`src/rtl/instr_queue.sv`:
```
// instr_queue: circular FIFO of {pc, instr} pairs between fetch and decode.
// Flush empties the queue by resetting pointers; storage contents are left stale.
module instr_queue #(
    parameter int DEPTH = 4,
    parameter int XLEN  = 32,
    parameter int PTR_W = 2
) (
    input  logic             clk_i,
    input  logic             rst_n_i,
    input  logic             flush_i,
    input  logic             fetch_valid_i,
    input  logic [XLEN-1:0]  fetch_pc_i,
    input  logic [XLEN-1:0]  fetch_instr_i,
    input  logic             decode_ready_i,
    output logic             instr_valid_o,
    output logic [XLEN-1:0]  instr_pc_o,
    output logic [XLEN-1:0]  instr_o,
    output logic             instr_queue_ready_o,
    output logic [PTR_W:0]   count_o
);
    localparam logic [PTR_W:0] FULL = (PTR_W+1)'(DEPTH);

    logic [2*XLEN-1:0] mem_q [DEPTH];
    logic [2*XLEN-1:0] mem_d [DEPTH];
    logic [PTR_W-1:0]  wr_ptr_q, wr_ptr_d, rd_ptr_q, rd_ptr_d;
    logic [PTR_W:0]    count_q, count_d;
    logic              push, pop;

    assign instr_valid_o       = count_q != '0;
    assign instr_queue_ready_o = count_q != FULL;
    assign {instr_pc_o, instr_o} = mem_q[rd_ptr_q];
    assign count_o             = count_q;

    always_comb begin
        push     = fetch_valid_i & instr_queue_ready_o & ~flush_i;
        pop      = instr_valid_o & decode_ready_i & ~flush_i;
        mem_d    = mem_q;
        if (push) mem_d[wr_ptr_q] = {fetch_pc_i, fetch_instr_i};
        wr_ptr_d = flush_i ? '0 : wr_ptr_q + PTR_W'(push);
        rd_ptr_d = flush_i ? '0 : rd_ptr_q + PTR_W'(pop);
        count_d  = flush_i ? '0 :
                   (push & ~pop) ? count_q + 1'b1 :
                   (pop & ~push) ? count_q - 1'b1 : count_q;
    end

    always_ff @(posedge clk_i or negedge rst_n_i) begin
        if (!rst_n_i) begin
            for (int i = 0; i < DEPTH; i++) mem_q[i] <= '0;
            wr_ptr_q <= '0;
            rd_ptr_q <= '0;
            count_q  <= '0;
        end else begin
            mem_q    <= mem_d;
            wr_ptr_q <= wr_ptr_d;
            rd_ptr_q <= rd_ptr_d;
            count_q  <= count_d;
        end
    end

    assert property (@(posedge clk_i) disable iff (!rst_n_i)
        count_q <= FULL && wr_ptr_q == rd_ptr_q + count_q[PTR_W-1:0]);
endmodule

```
`config.mk`:
```
export PLATFORM = sky130hd
export DESIGN_NAME = instr_queue
export DESIGN_NICKNAME = d
export VERILOG_FILES = /design/src/rtl/instr_queue.sv
export SDC_FILE = /design/constraint.sdc
export NUM_CORES = 1
export LEC_CHECK = 0
export ABC_AREA = 1
export CAP_MARGIN = 10
export CELL_PAD_IN_SITES_DETAIL_PLACEMENT = 1
export CELL_PAD_IN_SITES_GLOBAL_PLACEMENT = 2
export CORE_UTILIZATION = 35
export CTS_CLUSTER_DIAMETER = 120
export DETAILED_ROUTE_END_ITERATION = 7
export PLACE_DENSITY_LB_ADDON = 0.1
export SKIP_CTS_REPAIR_TIMING = 1
export SYNTH_ARGS = -nofsm -noshare
export SYNTH_HDL_FRONTEND = slang
export SYNTH_SLANG_ARGS = --single-unit
```
`constraint.sdc`:
```
create_clock -name clk_i -period 4.3 [get_ports clk_i]
set_input_delay 1.29 -clock clk_i [delete_from_list [all_inputs] [get_ports clk_i]]
set_output_delay 1.29 -clock clk_i [all_outputs]
set_load 0.1 [all_outputs]
```
==> results of run 1 <==
sequential cells by signal, summed over array words and instances (netlist names):
signal / cells
wr_ptr_q: 2
rd_ptr_q: 2
count_o: 3
mem_q: 256
synth_stat cells, drive strengths merged:
master  instances  area share (%)
a21oi           3            0.22
buf            56             4.4
clkbuf         41             1.7
dfrtp         263              54
fa              1            0.17
ha              2            0.21
inv           142             4.4
nand2         271             8.5
nand3           5            0.33
nand4           3            0.16
nor2          134             4.2
nor3            1            0.13
o21ai         385              18
o22ai          64             3.3
xnor2           1           0.072
xor2            1           0.072
cell families after synthesis:
family,Yosys count
flip-flops,263
AND/OR/NAND/NOR,414
XOR/XNOR,2
adder cells (fa/ha/maj),3
buffers and inverters,239
AO/OA/AOI/OAI,452
tightest hold or removal path, cell delays in order, from the launching register on:
cell and delay [ns]:
dfrtp_1 0.33, nand2_1 0.06, o21ai_2 0.05
layout make-up:
type                            count  area, µm²  area share, %
Clock inverter                      4       73.8          0.479
Antenna cell                        1       2.50         0.0162
Tap cell                          448        561           3.63
Sequential cell                   263       6590           42.7
Multi-Input combinational cell    871       4260           27.6
Clock buffer                       54       1070           6.94
Timing Repair Buffer              161       2330           15.1
Inverter                          142        538           3.49
stage by stage:
stage	hold WS [ns]	instance area [µm²]	power, mW
6_report	0.475	15400	12.5
5_1_grt	0.492	15400	13.2
4_1_cts	0.476	15400	12.7
3_5_place_dp	0.464	14300	9.72
3_3_place_gp	0.459	14300	9.63
2_1_floorplan	0.450	12100	7.60
path summary, 6_finish.rpt:
kind                             start          end  slack [ns]  cells after the start
setup / recovery           rd_ptr_q[1]  instr_o[22]        0.54                      4
hold / removal              mem_q[182]   mem_q[182]        0.47                      2
setup reg to reg            count_o[0]   count_o[2]        2.28                     10
hold reg to reg             mem_q[182]   mem_q[182]        0.47                      2
max in group asynchronous      rst_n_i   mem_q[134]        2.54                      2
min in group asynchronous      rst_n_i    mem_q[11]        0.81                      1
per-layer routing:
| layer | vias to the layer above | global-route usage (%) | wire [µm] |
|---|---|---|---|
| li1 | 4684 | - | - |
| met3 | 30 | 2.94 | 1070 |
| met1 | 4743 | 26.6 | 15700 |
| met2 | 132 | 33.9 | 16300 |
| met5 | - | 0 | 0 |
| met4 | 0 | 4.16 | 396 |
power groups by stage:
stage | logic, mW | clock network, mW | registers, mW
floorplan | 3.87 | 0 | 3.72
global placement | 5.89 | 0 | 3.75
detailed placement | 5.95 | 0 | 3.77
CTS | 5.97 | 2.95 | 3.74
global route | 6.26 | 3.05 | 3.85
finish | 5.90 | 2.88 | 3.74
==> key figures, run 1 <==
Worst setup path
  – Kind of cell adding the most delay to the critical path: buffers and inverters
  – Crit path buffers/inverters: 2
  – CP arrival: 2.47 ns
  – Worst stage delay on the critical path: 0.67 ns
  – CP required: 3.01 ns
  – Crit path max-delay cell type: buf_4
  – Critical path cell sequence: buf_4 -> o21ai_0 -> o22ai_1 -> buf_12
  – Startpoint Class: register
  – Crit end category: primary output
  – Setup Crit Path Kind: register to primary output
  – CP max FO: 66

Logic synthesis
  – Seq cells post-synth: 263
  – Yosys warns: 0
  – Post-synthesis average cell area: approximately 9 µm²
  – Net Count, Synth: between 1000 and 1500
  – Main combinational cell family by area after synthesis: compound AO/OA/AOI/OAI gates
  – Compound-gate portion of the synthesized area: 21.3%
  – Distinct cell type count after synthesis: 28
  – Xor and xnor area share after synthesis: 0.145%
  – Post-synthesis cell area: 12100 µm²
  – Post-Synth Adder-Cell Area: less than 1%
  – Post-synthesis sequential area ratio: 54.4%
  – Mux cell area share after synthesis: 0%
  – Simple-gate share of the synthesized area: 13.3%
  – Post-Syn Instances: between 1000 and 1500

Power
  – Maximum vdd drop: 0.588 mV
  – Gate power share: a little under half
  – Clock power share: 23.0%
  – Sw Share: 43.3%
  – Static Leak: 7.14 nW
  – Power per cell area: 811 nW/µm²
  – Switching power: about 5.4 mW
  – Sequential Power Share: roughly 30%
  – Internal power: 7.10 mW

Finish
  – Layout Utilization: 45.7%
  – P&R area growth vs syn: 27.6%
  – Fillers: 3809
  – Fin cells: roughly 2000
  – Share of cells above drive strength 1: roughly 14%
  – Commonest non-fill, non-tap cell in the layout: nand2_1
  – # nets final: between 1500 and 2000
  – Commonest non-fill, non-tap cells in the layout: nand2_1, dfrtp_1, o21ai_1

Floorplanning
  – Initial core utilization: 35.8%
  – Die Footprint: 35300 µm²
  – FP Rows: 67
  – Num ports: 138
  – Die height: 188 µm
  – Die width: 188 µm
  – CORE AREA: 33800 µm²

Placed design
  – DP HPWL: just under 20000 µm
  – GPL Wtd Cong: 0.757
  – Placed cells: about 1900
  – Port Buf Inserts: between 100 and 150
  – Setup WS pre-CTS: 0.849 ns

Timing
  – # setup viols final: 0
  – Part of the cycle the worst path needs: 87.3%
  – Hold Fails Final Rpt: 0
  – Slew Limit Fails: 0
  – Slew of the pin with the lowest slew margin: 0.976 ns
  – Slew HR: 34.7%
  – Fmax: 266 MHz
  – RSZ-0062 raised after global routing: no
  – Final setup TNS: 0 ns
  – Worst Clk Skew: 0.0147 ns
  – Post-layout minimum cycle time: 3.76 ns
  – Final worst slack: 0.545 ns

Hold path
  – Tightest Hold Check Type: register to register

Flow run
  – Max Cap Viol: 0

Detailed routing
  – Residual DRC count: 0
  – Routed vias: 9589
  – Violation count after the first detailed-route iteration: 415
  – Final WL: 33500 µm
  – DR WL/cell: 17.2 µm
  – Detail-routed via count per cell: 4.93
  – DR pass1 iterations: 4
  – DRT antenna net count: 0

GRT
  – Largest net degree at the start of global routing: 130
  – Total GRT Usage: 19.8%
  – Global-route wire length before repair: 56400 µm
  – Total gr overflow: 0
  – Vias in the first global route: 10348
  – Antenna violations before repair: 1

Clocking
  – Clk slew on worst S/H paths: 0.06 ns
  – H-Tree Depth: 2
  – Root Buffer: clkbuf_16
  – Worst-skew pair later-pin latency: 0.50 ns
  – CTS Sinks: 263
  – CTS tree: yes
  – Clock Path Buffers: 3
  – Number of CTS-inserted buffers: 34

Status
  – Status: finished clean
Power figures use the tool's default switching activity.
==> run 2, diff against run 1 <==
CTS_BUF_LIST = sky130_fd_sc_hd__clkbuf_16   (was default)
HOLD_SLACK_MARGIN = 0.06   (was default)
==> key figures, run 2 (synthesis results as in run 1) <==
Status
  – Status: finished clean (unchanged)

GRT
  – Global-route wire length before repair: 56500 µm (was 56400 µm)
  – Antenna violations before repair: 1 (unchanged)
  – Total GRT Usage: 19.9% (was 19.8%)
  – Largest net degree at the start of global routing: 130 (unchanged)
  – Vias in the first global route: 10343 (was 10348)
  – Total gr overflow: 0 (unchanged)

Placed design
  – GPL Wtd Cong: 0.757 (unchanged)
  – DP HPWL: 19800 µm (unchanged)
  – Setup WS pre-CTS: 0.849 ns (unchanged)
  – Port Buf Inserts: 137 (unchanged)

Timing
  – Slew of the pin with the lowest slew margin: 0.976 ns (about the same)
  – Final setup TNS: 0 ns (unchanged)
  – RSZ-0062 raised after global routing: no (unchanged)
  – Slew HR: 34.7% (about the same)
  – Slew Limit Fails: 0 (unchanged)
  – Final worst slack: 0.545 ns (about the same)
  – # setup viols final: 0 (unchanged)
  – Post-layout minimum cycle time: 3.76 ns (about the same)
  – Hold Fails Final Rpt: 0 (unchanged)
  – Worst Clk Skew: 0.0167 ns (was 0.0147 ns)
  – Fmax: 266 MHz (about the same)
  – Part of the cycle the worst path needs: 87.3% (about the same)

Worst setup path
  – Startpoint Class: register (unchanged)
  – Kind of cell adding the most delay to the critical path: buffers and inverters (unchanged)
  – Crit path max-delay cell type: buf_4 (unchanged)
  – CP arrival: 2.47 ns (about the same)
  – CP max FO: 66 (unchanged)
  – CP required: 3.01 ns (about the same)
  – Critical path cell sequence: buf_4 -> o21ai_0 -> o22ai_1 -> buf_12 (unchanged)
  – Crit path buffers/inverters: 2 (unchanged)
  – R2r setup slk: 2.29 ns (was 2.28 ns)
  – Worst stage delay on the critical path: 0.67 ns (about the same)
  – Setup Crit Path Kind: register to primary output (unchanged)
  – Crit end category: primary output (unchanged)

Floorplanning
  – CORE AREA: 33800 µm² (unchanged)
  – Initial core utilization: 35.8% (unchanged)
  – Die Footprint: 35300 µm² (unchanged)
  – Die width: 188 µm (unchanged)
  – FP Rows: 67 (unchanged)
  – Die height: 188 µm (unchanged)
  – Num ports: 138 (unchanged)

Clocking
  – Worst-skew pair later-pin latency: 0.51 ns (was 0.50 ns)
  – Clk slew on worst S/H paths: 0.06 ns (about the same)
  – CTS tree: yes (unchanged)
  – Root Buffer: clkbuf_16 (unchanged)
  – Clock Path Buffers: 3 (unchanged)
  – CTS Sinks: 263 (unchanged)
  – Number of CTS-inserted buffers: 34 (unchanged)
  – H-Tree Depth: 2 (unchanged)

Detailed routing
  – DR pass1 iterations: 4 (unchanged)
  – Routed vias: 9610 (was 9589)
  – Detail-routed via count per cell: 4.94 (was 4.93)
  – Final WL: 33500 µm (about the same)
  – DRT antenna net count: 0 (unchanged)
  – DR WL/cell: 17.2 µm (about the same)
  – Residual DRC count: 0 (unchanged)
  – Violation count after the first detailed-route iteration: 366 (was 415)

Finish
  – Multi-input combinational cell area: 4260 µm² (unchanged)
  – Commonest non-fill, non-tap cell in the layout: nand2_1 (unchanged)
  – Largest Register: mem_q (unchanged)
  – # nets final: 1545 (unchanged)
  – Max FFs per register: 256 (unchanged)
  – FF/Latch Area: 6590 µm² (unchanged)
  – Fillers: 3819 (was 3809)
  – Share of cells above drive strength 1: 13.6% (was 14.2%)
  – Commonest non-fill, non-tap cells in the layout: nand2_1, dfrtp_1, o21ai_1 (unchanged)
  – P&R area growth vs syn: 26.9% (was 27.6%)

Power
  – Maximum vdd drop: 0.585 mV (was 0.588 mV)
  – Power per cell area: 805 nW/µm² (was 811 nW/µm²)
  – Static Leak: 7.14 nW (about the same)

Hold path
  – Tightest Hold Check Type: register to register (unchanged)

Flow run
  – Max Cap Viol: 0 (unchanged)
==> run 2: changes by cell type in the layout (fill, tap and decap cells not counted), sizes merged <==
cell / previous run / this run
inv: 143 / 152
clkinv: 1 / 9
clkbuf: 54 / 37
==> run 2: per-layer routing <==
metal,up-vias,wire length [µm],track usage [%]
met5,-,0,0
met4,0,394,4.16
met3,28,1220,2.98
met2,146,16400,33.9
met1,4752,15500,26.6
li1,4684,-,-
==> run 2: path summary, 6_finish.rpt <==
| kind | start | end | depth (start not counted) |
|---|---|---|---|
| max reg2reg | count_o[0] | count_o[2] | 10 |
| max in group asynchronous | rst_n_i | mem_q[58] | 2 |
| min | mem_q[182] | mem_q[182] | 2 |
| min in group asynchronous | rst_n_i | mem_q[11] | 1 |
| max | rd_ptr_q[1] | instr_o[22] | 4 |
| min reg2reg | mem_q[182] | mem_q[182] | 2 |
==> run 2: power breakdown <==
part,total [mW],switching (mW),leakage [nW],internal [mW]
logic,5.90,3.93,3.45,1.98
clock network,2.72,1.06,0.553,1.65
registers,3.74,0.433,3.13,3.31
total,12.4,5.42,7.14,6.93
==> run 2: stage by stage <==
stage / hold WS, ns / std cells / utilization (%) / total power, mW / area [µm²]
after global routing: 0.492 / 1943 / 45.4 / 13.0 / 15300
after CTS: 0.476 / 1943 / 45.4 / 12.5 / 15300
final: 0.473 / 1944 / 45.4 / 12.4 / 15300
after floorplan: 0.450 / 1373 / - / 7.60 / 12100
after global placement: 0.459 / 1885 / 42.3 / 9.63 / 14300
after detailed placement: 0.464 / 1885 / 42.3 / 9.72 / 14300
==> run 2: worst min-delay path, stage by stage, from the launching register on <==
cell,delay [ns]
dfrtp_1,0.33
nand2_1,0.06
o21ai_2,0.05
==> run 2: final cells by class <==
class / count / area share, %
antenna: 1 / 0.0163
sequential: 263 / 42.9
tap: 448 / 3.65
clock buffer: 37 / 6.03
timing repair buffer: 161 / 15.2
multi-input combinational: 871 / 27.8
inverter: 142 / 3.51
clock inverter: 21 / 0.897
